[src/rtl/hash_target_cmp_multi.sv]
// hash_target_cmp_multi
// Multi-lane hash/target comparator. Loads a multi-word target serially
// (LS word first), then arbitrates round-robin over LANES FWFT hash FIFOs
// and runs a chunked, MS-first magnitude compare of each head against the
// target. The first hash strictly below the target is the golden hash;
// its nonce and lane are latched.
// Optional debug ports are enabled by defining HASH_CMP_DBG_EN.

module hash_target_cmp_multi #(
  parameter int HASH_W     = 256,
  parameter int TGT_WORD_W = 32,
  parameter int CHUNK_W    = 64,
  parameter int LANES      = 4,
  parameter int NONCE_W    = 32,
  localparam int LANE_W    = (LANES > 1) ? $clog2(LANES) : 1
) (
  input  logic                       i_clk,
  input  logic                       i_rst,
  input  logic                       i_start,
  input  logic                       i_stop,
  output logic                       o_stop_ack,
  input  logic [TGT_WORD_W-1:0]      i_target_word,
  input  logic                       i_target_valid,
  output logic                       o_target_ready,
  input  logic                       i_upstream_all_empty,
  input  logic [LANES*HASH_W-1:0]    i_hash_out,
  input  logic [LANES*NONCE_W-1:0]   i_hash_nonce,
  input  logic [LANES-1:0]           i_hash_empty,
  output logic [LANES-1:0]           o_hash_re,
  output logic                       o_result,
  output logic [NONCE_W-1:0]         o_golden_nonce,
  output logic [LANE_W-1:0]          o_golden_lane
`ifdef HASH_CMP_DBG_EN
  ,
  output logic [1:0]                 o_dbg_state,
  output logic [HASH_W-1:0]          o_dbg_target,
  output logic [31:0]                o_dbg_hash_cnt
`endif
);

  localparam int NWORDS = HASH_W / TGT_WORD_W;
  localparam int CNT_W  = $clog2(NWORDS + 1);
  localparam int NCHUNK = HASH_W / CHUNK_W;
  localparam int K_W    = (NCHUNK > 1) ? $clog2(NCHUNK) : 1;

  typedef enum logic [1:0] {
    S_DRAIN       = 2'd0,
    S_LOAD_TARGET = 2'd1,
    S_ARB         = 2'd2,
    S_COMPARE     = 2'd3
  } state_t;

  state_t              r_state;
  state_t              w_nextState;

  logic [HASH_W-1:0]   r_target;
  logic [CNT_W-1:0]    r_cnt;
  logic [LANE_W-1:0]   r_rrPtr;
  logic [LANE_W-1:0]   r_sel;
  logic [K_W-1:0]      r_k;
  logic                r_result;
  logic [NONCE_W-1:0]  r_goldenNonce;
  logic [LANE_W-1:0]   r_goldenLane;

  logic                w_drainIdle;
  logic                w_startAccept;
  logic                w_targetFire;
  logic                w_cntFull;
  logic                w_arbFound;
  logic [LANE_W-1:0]   w_arbLane;
  logic [LANE_W-1:0]   w_selNext;
  logic [HASH_W-1:0]   w_selHash;
  logic [NONCE_W-1:0]  w_selNonce;
  logic [CHUNK_W-1:0]  w_tChunk;
  logic [CHUNK_W-1:0]  w_hChunk;
  logic                w_gt;
  logic                w_lt;
  logic                w_eq;
  logic                w_lastChunk;
  logic                w_inCompare;
  logic                w_hit;
  logic                w_miss;
  logic                w_arbTake;
  logic                w_chunkAdvance;

  // Handshake and progress qualifiers shared by the FSM and datapath
  assign w_drainIdle    = i_upstream_all_empty & (&i_hash_empty);
  assign w_startAccept  = (r_state == S_DRAIN) & w_drainIdle & i_start;
  assign w_cntFull      = (r_cnt == CNT_W'(NWORDS));
  assign w_targetFire   = o_target_ready & i_target_valid;
  assign w_selNext      = (int'(r_sel) == LANES - 1) ? '0 : r_sel + 1'b1;

  // Round-robin search: first non-empty lane at or after the pointer
  always_comb begin
    w_arbFound = 1'b0;
    w_arbLane  = '0;
    for (int i = 0; i < LANES; i++) begin
      int idx;
      idx = int'(r_rrPtr) + i;
      if (idx >= LANES) idx = idx - LANES;
      if (!w_arbFound && !i_hash_empty[idx]) begin
        w_arbFound = 1'b1;
        w_arbLane  = LANE_W'(idx);
      end
    end
  end

  // Mux the selected lane's head hash and nonce
  always_comb begin
    w_selHash  = '0;
    w_selNonce = '0;
    for (int i = 0; i < LANES; i++) begin
      if (r_sel == LANE_W'(i)) begin
        w_selHash  = i_hash_out[i*HASH_W +: HASH_W];
        w_selNonce = i_hash_nonce[i*NONCE_W +: NONCE_W];
      end
    end
  end

  // Pick the current chunk pair, counting chunks from the MS end
  always_comb begin
    w_tChunk = '0;
    w_hChunk = '0;
    for (int c = 0; c < NCHUNK; c++) begin
      if (r_k == K_W'(c)) begin
        w_tChunk = r_target[HASH_W-1-c*CHUNK_W -: CHUNK_W];
        w_hChunk = w_selHash[HASH_W-1-c*CHUNK_W -: CHUNK_W];
      end
    end
  end

  // Chunk decision: an equal final chunk counts as a miss (strict less-than)
  assign w_gt           = (w_tChunk > w_hChunk);
  assign w_lt           = (w_tChunk < w_hChunk);
  assign w_eq           = ~w_gt & ~w_lt;
  assign w_lastChunk    = (r_k == K_W'(NCHUNK - 1));
  assign w_inCompare    = (r_state == S_COMPARE) & ~i_stop;
  assign w_hit          = w_inCompare & w_gt;
  assign w_miss         = w_inCompare & (w_lt | (w_eq & w_lastChunk));
  assign w_chunkAdvance = w_inCompare & w_eq & ~w_lastChunk;
  assign w_arbTake      = (r_state == S_ARB) & ~i_stop & w_arbFound;

  // FSM state register
  always_ff @(posedge i_clk) begin
    if (i_rst) begin
      r_state <= S_DRAIN;
    end else begin
      r_state <= w_nextState;
    end
  end

  // FSM next-state decode; stop always returns to DRAIN
  always_comb begin
    w_nextState = r_state;
    case (r_state)
      S_DRAIN: begin
        if (w_drainIdle && i_start) w_nextState = S_LOAD_TARGET;
      end
      S_LOAD_TARGET: begin
        if (i_stop)         w_nextState = S_DRAIN;
        else if (w_cntFull) w_nextState = S_ARB;
      end
      S_ARB: begin
        if (i_stop)          w_nextState = S_DRAIN;
        else if (w_arbFound) w_nextState = S_COMPARE;
      end
      S_COMPARE: begin
        if (i_stop)      w_nextState = S_DRAIN;
        else if (w_hit)  w_nextState = S_DRAIN;
        else if (w_miss) w_nextState = S_ARB;
      end
      default: w_nextState = S_DRAIN;
    endcase
  end

  // FSM outputs: drain pops every non-empty lane, compare pops the retired head
  always_comb begin
    o_hash_re      = '0;
    o_target_ready = 1'b0;
    o_stop_ack     = 1'b0;
    case (r_state)
      S_DRAIN: begin
        o_hash_re  = ~i_hash_empty;
        o_stop_ack = w_drainIdle;
      end
      S_LOAD_TARGET: begin
        o_target_ready = (r_cnt < CNT_W'(NWORDS));
      end
      S_COMPARE: begin
        for (int i = 0; i < LANES; i++) begin
          if ((w_hit || w_miss) && (r_sel == LANE_W'(i))) o_hash_re[i] = 1'b1;
        end
      end
      default: begin
        o_hash_re = '0;
      end
    endcase
  end

  // Datapath: target shift-in, arbitration bookkeeping and golden capture
  always_ff @(posedge i_clk) begin
    if (i_rst) begin
      r_target      <= '0;
      r_cnt         <= '0;
      r_rrPtr       <= '0;
      r_sel         <= '0;
      r_k           <= '0;
      r_result      <= 1'b0;
      r_goldenNonce <= '0;
      r_goldenLane  <= '0;
    end else begin
      if (w_startAccept) begin
        r_result <= 1'b0;
        r_cnt    <= '0;
      end
      if (w_targetFire) begin
        r_target <= {i_target_word, r_target[HASH_W-1:TGT_WORD_W]};
        r_cnt    <= r_cnt + 1'b1;
      end
      if (w_arbTake) begin
        r_sel <= w_arbLane;
        r_k   <= '0;
      end
      if (w_chunkAdvance) begin
        r_k <= r_k + 1'b1;
      end
      if (w_hit) begin
        r_result      <= 1'b1;
        r_goldenNonce <= w_selNonce;
        r_goldenLane  <= r_sel;
      end
      if (w_miss) begin
        r_rrPtr <= w_selNext;
      end
    end
  end

  assign o_result       = r_result;
  assign o_golden_nonce = r_goldenNonce;
  assign o_golden_lane  = r_goldenLane;

`ifdef HASH_CMP_DBG_EN
  logic [31:0] r_dbgHashCnt;

  // Saturating count of hashes retired in COMPARE since the last start
  always_ff @(posedge i_clk) begin
    if (i_rst || w_startAccept) begin
      r_dbgHashCnt <= '0;
    end else if ((w_hit || w_miss) && (r_dbgHashCnt != 32'hFFFF_FFFF)) begin
      r_dbgHashCnt <= r_dbgHashCnt + 32'd1;
    end
  end

  assign o_dbg_state    = r_state;
  assign o_dbg_target   = r_target;
  assign o_dbg_hash_cnt = r_dbgHashCnt;
`endif

endmodule

[config.mk]
export PLATFORM = sky130hd
export DESIGN_NAME = hash_target_cmp_multi
export DESIGN_NICKNAME = d
export VERILOG_FILES = /design/src/rtl/hash_target_cmp_multi.sv
export SDC_FILE = /design/constraint.sdc
export NUM_CORES = 1
export LEC_CHECK = 0
export CAP_MARGIN = 20
export CELL_PAD_IN_SITES_DETAIL_PLACEMENT = 0
export CELL_PAD_IN_SITES_GLOBAL_PLACEMENT = 2
export CORE_AREA = 4 4 483 485
export DETAILED_ROUTE_END_ITERATION = 12
export DIE_AREA = 0 0 487 489
export PLACE_DENSITY = 0.46
export SYNTH_ARGS = -nofsm -noshare
export SYNTH_HDL_FRONTEND = slang
export SYNTH_SLANG_ARGS = --single-unit
[constraint.sdc]
create_clock -name i_clk -period 5.5 [get_ports i_clk]
set_input_delay 0.55 -clock i_clk [delete_from_list [all_inputs] [get_ports i_clk]]
set_output_delay 0.55 -clock i_clk [all_outputs]
set_load 0.01 [all_outputs]
; After elaboration in Yosys (flattened, before gate mapping)
; Cells that the tools add are included.
[op_classes]
add_sub_neg = 10
n_lt_le_gt_ge = 11
n_eq_ne = 15
mux = 63
bitwise = 19
reduce_logical = 22
[ops]
columns = op, count
row1 = 256-bit 2-to-1 mux, 4
row2 = 64-bit 2-to-1 mux, 8
row3 = 32-bit 2-to-1 mux, 8
row4 = 32-bit by 4-bit < comparator with 1-bit output (second input constant), 4
row5 = 64-bit > comparator, 1
row6 = 64-bit < comparator, 1
row7 = 2-bit 2-to-1 mux, 15
row8 = 1-bit 2-to-1 mux, 20
row9 = 1-bit bitwise AND, 13
row10 = 2-bit == test (second input constant), 6
row11 = 3-bit by 3-bit subtractor with 4-bit output (second input constant), 3
row12 = 3-bit greater-or-equal comparator (second input constant), 3
row13 = 1-bit binary-select mux with 2-bit select, 4
row14 = 2-bit by 1-bit == test with 1-bit output (second input constant), 4
row15 = 1-bit logical AND, 8
row16 = 4-bit 2-to-1 mux, 2
row17 = 2-bit case mux with 4 select lines, 1
row18 = 4-bit case mux with 2 select lines, 1
row19 = 4-bit AND reduction, 2
row20 = 2-bit by 2-bit adder with 3-bit output (second input constant), 2
row21 = 2-bit logical NOT, 3
row22 = 3-bit != test (second input constant), 2
row23 = 2-bit nonzero test, 3
row24 = 1-bit logical NOT, 5
row25 = other kinds (13), 17
[word_totals]
reg_bits = 303
in_bits = 1194
output_inout_bits = 41

; Logic depth before layout (Yosys ltp)
[logic_depth]
depth_word = 19
mapped_depth = 23
ltp_nobuf = 17

; Least setup slack after synthesis
; OpenSTA, ideal clock, no wires.
[synth_path]
path_kind = register to output
startpoint = register r_sel[0]
endpoint = output port o_hash_re[0]
t_arrival_ps = 4506
t_required_ps = 4950
setup_slack_ps = 444
path_stages_with_launch = 20
cell_sequence = dfxtp_1 -> ha_1 -> buf_2 -> clkbuf_1 -> clkbuf_1 -> clkbuf_1 -> clkbuf_1 -> nand2_1 -> a21oi_1 -> a21oi_1 -> o211ai_1 -> o21ai_0 -> ha_1 -> a21o_1 -> a221o_1 -> a221o_1 -> a211oi_2 -> nand3_1 -> a311oi_2 -> o2bb2ai_1
[synth_between]
elab_chain_cells = 19
word_cells_on_any_way = 25
[synth_lines]
columns = item, line
row1 = start: declaration, 59  ; logic [LANE_W-1:0] r_sel;
row2 = start signal: assignment, 221  ; r_sel <= w_arbLane;
row3 = 2-bit logical NOT, "113, 191"
row4 = 256-bit 2-to-1 mux (4 in a row), 113  ; if (r_sel == LANE_W'(i)) begin
row5 = 64-bit 2-to-1 mux (4 in a row), 125  ; if (r_k == K_W'(c)) begin
row6 = 64-bit > comparator or 64-bit < comparator (tied branches), "133, 134"
row7 = 1-bit NOT, 135  ; assign w_eq = ~w_gt & ~w_lt;
row8 = 1-bit bitwise AND, 135
row9 = 1-bit bitwise AND, 139  ; assign w_miss = w_inCompare & (w_lt | (w_eq & w_lastChunk));
row10 = 1-bit bitwise OR, 139
row11 = 1-bit bitwise AND, 139
row12 = 1-bit logical OR, 191  ; if ((w_hit || w_miss) && (r_sel == LANE_W'(i))) o_hash_re[i] = 1'b1;
row13 = 1-bit logical AND *, 191
row14 = 1-bit 2-to-1 mux *, 191
row15 = 4-bit case mux with 2 select lines *, 181  ; case (r_state)
row16 = end: declaration, 29  ; output logic [LANES-1:0] o_hash_re,
; Every way passes the cells marked *; elsewhere a longest branch is shown, timed or not.

; Final worst setup path
[layout_path]
startpoint = register r_sel[1]
endpoint = output port o_hash_re[2]
[layout_between]
elab_chain_cells = 19
word_cells_on_any_way = 25
[layout_lines]
columns = item, line
row1 = 2-bit logical NOT, 113
row2 = 256-bit 2-to-1 mux (4 in a row), 113
row3 = 64-bit 2-to-1 mux (4 in a row), 125
row4 = 64-bit > comparator or 64-bit < comparator (tied branches), "133, 134"
row5 = 1-bit NOT, 135
row6 = 1-bit bitwise AND, 135
row7 = 1-bit bitwise AND, 139
row8 = 1-bit bitwise OR, 139
row9 = 1-bit bitwise AND, 139
row10 = 1-bit logical OR, 191
row11 = 1-bit logical AND *, 191
row12 = 1-bit 2-to-1 mux *, 191
row13 = 4-bit case mux with 2 select lines *, 181
; Marked as above.

==> impl_metrics.yaml <==
outcome:
  status: "finished with violations"
  violations: "negative setup slack"
global_route:
  met3_usage_pct: 8.531
  grt_max_degree: 190
  antenna_found_initial: 282
  grt-busiest-layer: "met2"
  grt_pass1_wl_mm: 358.0
  grt_overflow: 0
  grt_pass1_vias: 35058
  met1_usage_pct: 27.88
  met2_usage_pct: 36.38
  grt_use_total_pct: 22.56
finish:
  drive_gt1_share_pct: 13.46
  fin_nets: 6789
  num-fill-cells: 26147
  area_growth_pct: 87.67
timing:
  fin_ws_ps: -852.1
  rsz0062_at_grt: "true"
  max_slew_margin_pct: 28.11
  hold_viol: 0
  setup_violations: 4
  hold_slack_ps: 429.8
  slew_violations: 0
  fmax_mhz: 157.4
  worstMarginPinSlew_ps: 1078
  setup_tns_ps: -3377
  min_period_ps: 6352
  fin_crit_sh_pct: 115.5
  skew_ps: 46.10
power:
  seqPwrFrac_pct: 31.4
  p_sw_share_pct: 30.02
  peakVddDrop_uv: 186.9
  clockPowerShare_pct: 40.3
  cellPowerDensity_mw_per_mm2: 149.6
  p_int_w: 0.004952
  p_leak_nw: 16.23
  power.total_w: 0.007077
  switching_power_w: 0.002125
  pwr-share-comb_pct: 28.3
critical_path:
  critPathKind: "reg2out"
  critPathCaptureType: "output port"
  critPathLaunchType: "register"
  crit_required_ps: 4950
  arrival_ps: 5800
  cp_max_fo: 37
clock_network:
  holdBufCountCts: 0
  cts_tree: "yes"
  clock_path_buffers: 3
  clock_latency_ps: 630
  cts_buffers: 44
  cts_max_level: 2
  cts_sinks: 303
  cts-root-buf: "clkbuf_16"
  clkTransAtPathRegs_ps: 60
die:
  design.core.area_mm2: 0.2292
  rows: 176
  die_h_um: 489
  dieArea_mm2: 0.2381
  ioPinCount: 1235
  initial_utilization_pct: 11.00
  die_w_um: 487
route:
  drt_wl_total_mm: 285.4
  viasPerCell: 4.249
  route.detailed.drc: 0
  vias: 36757
  wl_per_cell_um: 32.98
  first_iter_violations: 2692
  firstDrtPassIters: 5
  ant_nets: 0
synthesis:
  synth.most_common_cell: "nand2_1"
  synth_nets: 5428
  synth_top_area_share_pct: 24.06
  async_reset_ff_share_pct: 0
  netlist_instances: 4155
  ys_types: 52
  yosys-top-cells-area: "dfxtp_1 24%, a21oi_1 19%, nand2_1 17%"
  synthesis.area_mm2: 0.02521
  synth_edf_count: 0
  yosys_warnings: 0
  synth_top_area_cell: "dfxtp_1"
  synth-seq-area-share_pct: 24.06
  synth_flop_cell: "dfxtp_1"
  synth_seq_cells: 303
  avgSynthCellArea_um2: 6.068
  ys_top_cells_by_count: "1174 x nand2_1, 982 x a21oi_1, 351 x clkbuf_1, 351 x o21ai_0, 303 x dfxtp_1"
placement:
  pre_cts_ws_ps: -1248
  io_buffer_count: 1234
  gp_congestion: 0.9168
  dp_hpwl_mm: 244.4
worst_hold_path:
  worstHoldPathType: "reg2reg"
run:
  cap_violations: 0
## layout make-up
type / instances / area [um^2] / share of cell area, %
inverters: 20 / 75.07 / 0.1586
clock buffers: 62 / 1259 / 2.660
flip-flops and latches: 303 / 6068 / 12.82
well taps: 3026 / 3786 / 8.001
multi-input cells: 3417 / 18600 / 39.30
clock inverters: 12 / 142.6 / 0.3014
diodes: 81 / 202.7 / 0.4283
repair buffers: 1730 / 17190 / 36.33
## power by group through the flow
stage	Clock, W	Sequential [W]	Combinational [W]
2_1_floorplan	0	0.00226	0.000451
3_3_place_gp	0	0.00227	0.00194
3_5_place_dp	0	0.00227	0.00193
4_1_cts	0.00298	0.00222	0.00199
5_1_grt	0.00304	0.00223	0.00211
6_report	0.00285	0.00223	0.00200
## repair_timing
action	in CTS	in global routing
cloned	5	4
setup endpoints to repair	45	39
gates resized for setup	209	103
buffers inserted	22	12
pin swaps	41	89
## state kept, by name (all words and copies together), names as in the netlist
register and flops:
r_target 256, r_k 2, o_result 1, o_golden_nonce 32, o_golden_lane 2, r_rrPtr 2
r_state 2, r_cnt 4, r_sel 2
## through the flow
stage | instance area [um^2] | cells | utilization, %
after global placement | 44000 | 8458 | 19.20
after global routing | 47220 | 8610 | 20.60
after floorplan | 25210 | 4155 | -
after CTS | 46590 | 8558 | 20.33
final | 47320 | 8651 | 20.64
after detailed placement | 44020 | 8459 | 19.20
## placed cells by master, fill, tap and decap left out, drive strengths merged, types with 4 or more instances in the layout
master         Yosys  final
clkdlybuf4s50      0   1229
nand3b           218    218
o221ai             4      4
inv               20     21
o211ai            55     55
bufbuf             0      5
nand4             17     17
diode              0     81
nor2b             36     36
o21a               5      5
nor3              17     17
clkinv             0     10
nand3              7      7
a311oi            33     33
a22oi             97     97
o21ai            352    352
o31ai             20     20
a211oi            11     11
nor4               4      4
a21o               7      7
buf               64    492
ha                79     79
a221oi            42     42
nand2b             5      5
nor2             218    218
o2bb2ai            5      5
dfxtp            303    303
clkbuf           351     66
a21oi            982    982
nand2           1174   1174
## worst max-delay path: stages, from the launching register on
cell,delay (ps)
dfxtp_2,340
inv_2,50
ha_4,190
buf_12,190
buf_16,200
nand3b_1,240
a21oi_1,200
a21oi_1,100
o21ai_0,170
a22oi_1,80
o21ai_0,750
o21ai_0,200
ha_1,330
nand4_1,160
or3_1,150
a21oi_2,50
o41ai_4,460
nand3_4,130
a311oi_4,680
buf_12,210
o2bb2ai_4,130
buf_12,130
## routing by layer
metal / vias to the layer above / part of all wire [%]
met5: - / 0.19
met4: 82 / 3.2
met3: 478 / 9.0
met2: 1413 / 45
met1: 17425 / 42
li1: 17359 / -
## final timing paths
| check | start | to | slack (ps) | depth (start not counted) |
|---|---|---|---|---|
| max reg2reg | r_sel[1] | o_golden_nonce[16] | 160 | 29 |
| min reg2reg | r_target[78] | r_target[46] | 430 | 2 |
| min | r_target[78] | r_target[46] | 430 | 2 |
| max | r_sel[1] | o_hash_re[2] | -850 | 21 |
## cells by family after synthesis
family                     share of synthesized area (%)
AOI/OAI and AO/OA                                  35.75
adders and majority gates                          3.920
buffers and inverters                              6.545
DFF                                                24.06
muxes                                             0.1241
and+or+nand+nor                                    29.61
No activity file was read; power rests on OpenSTA's default activity.
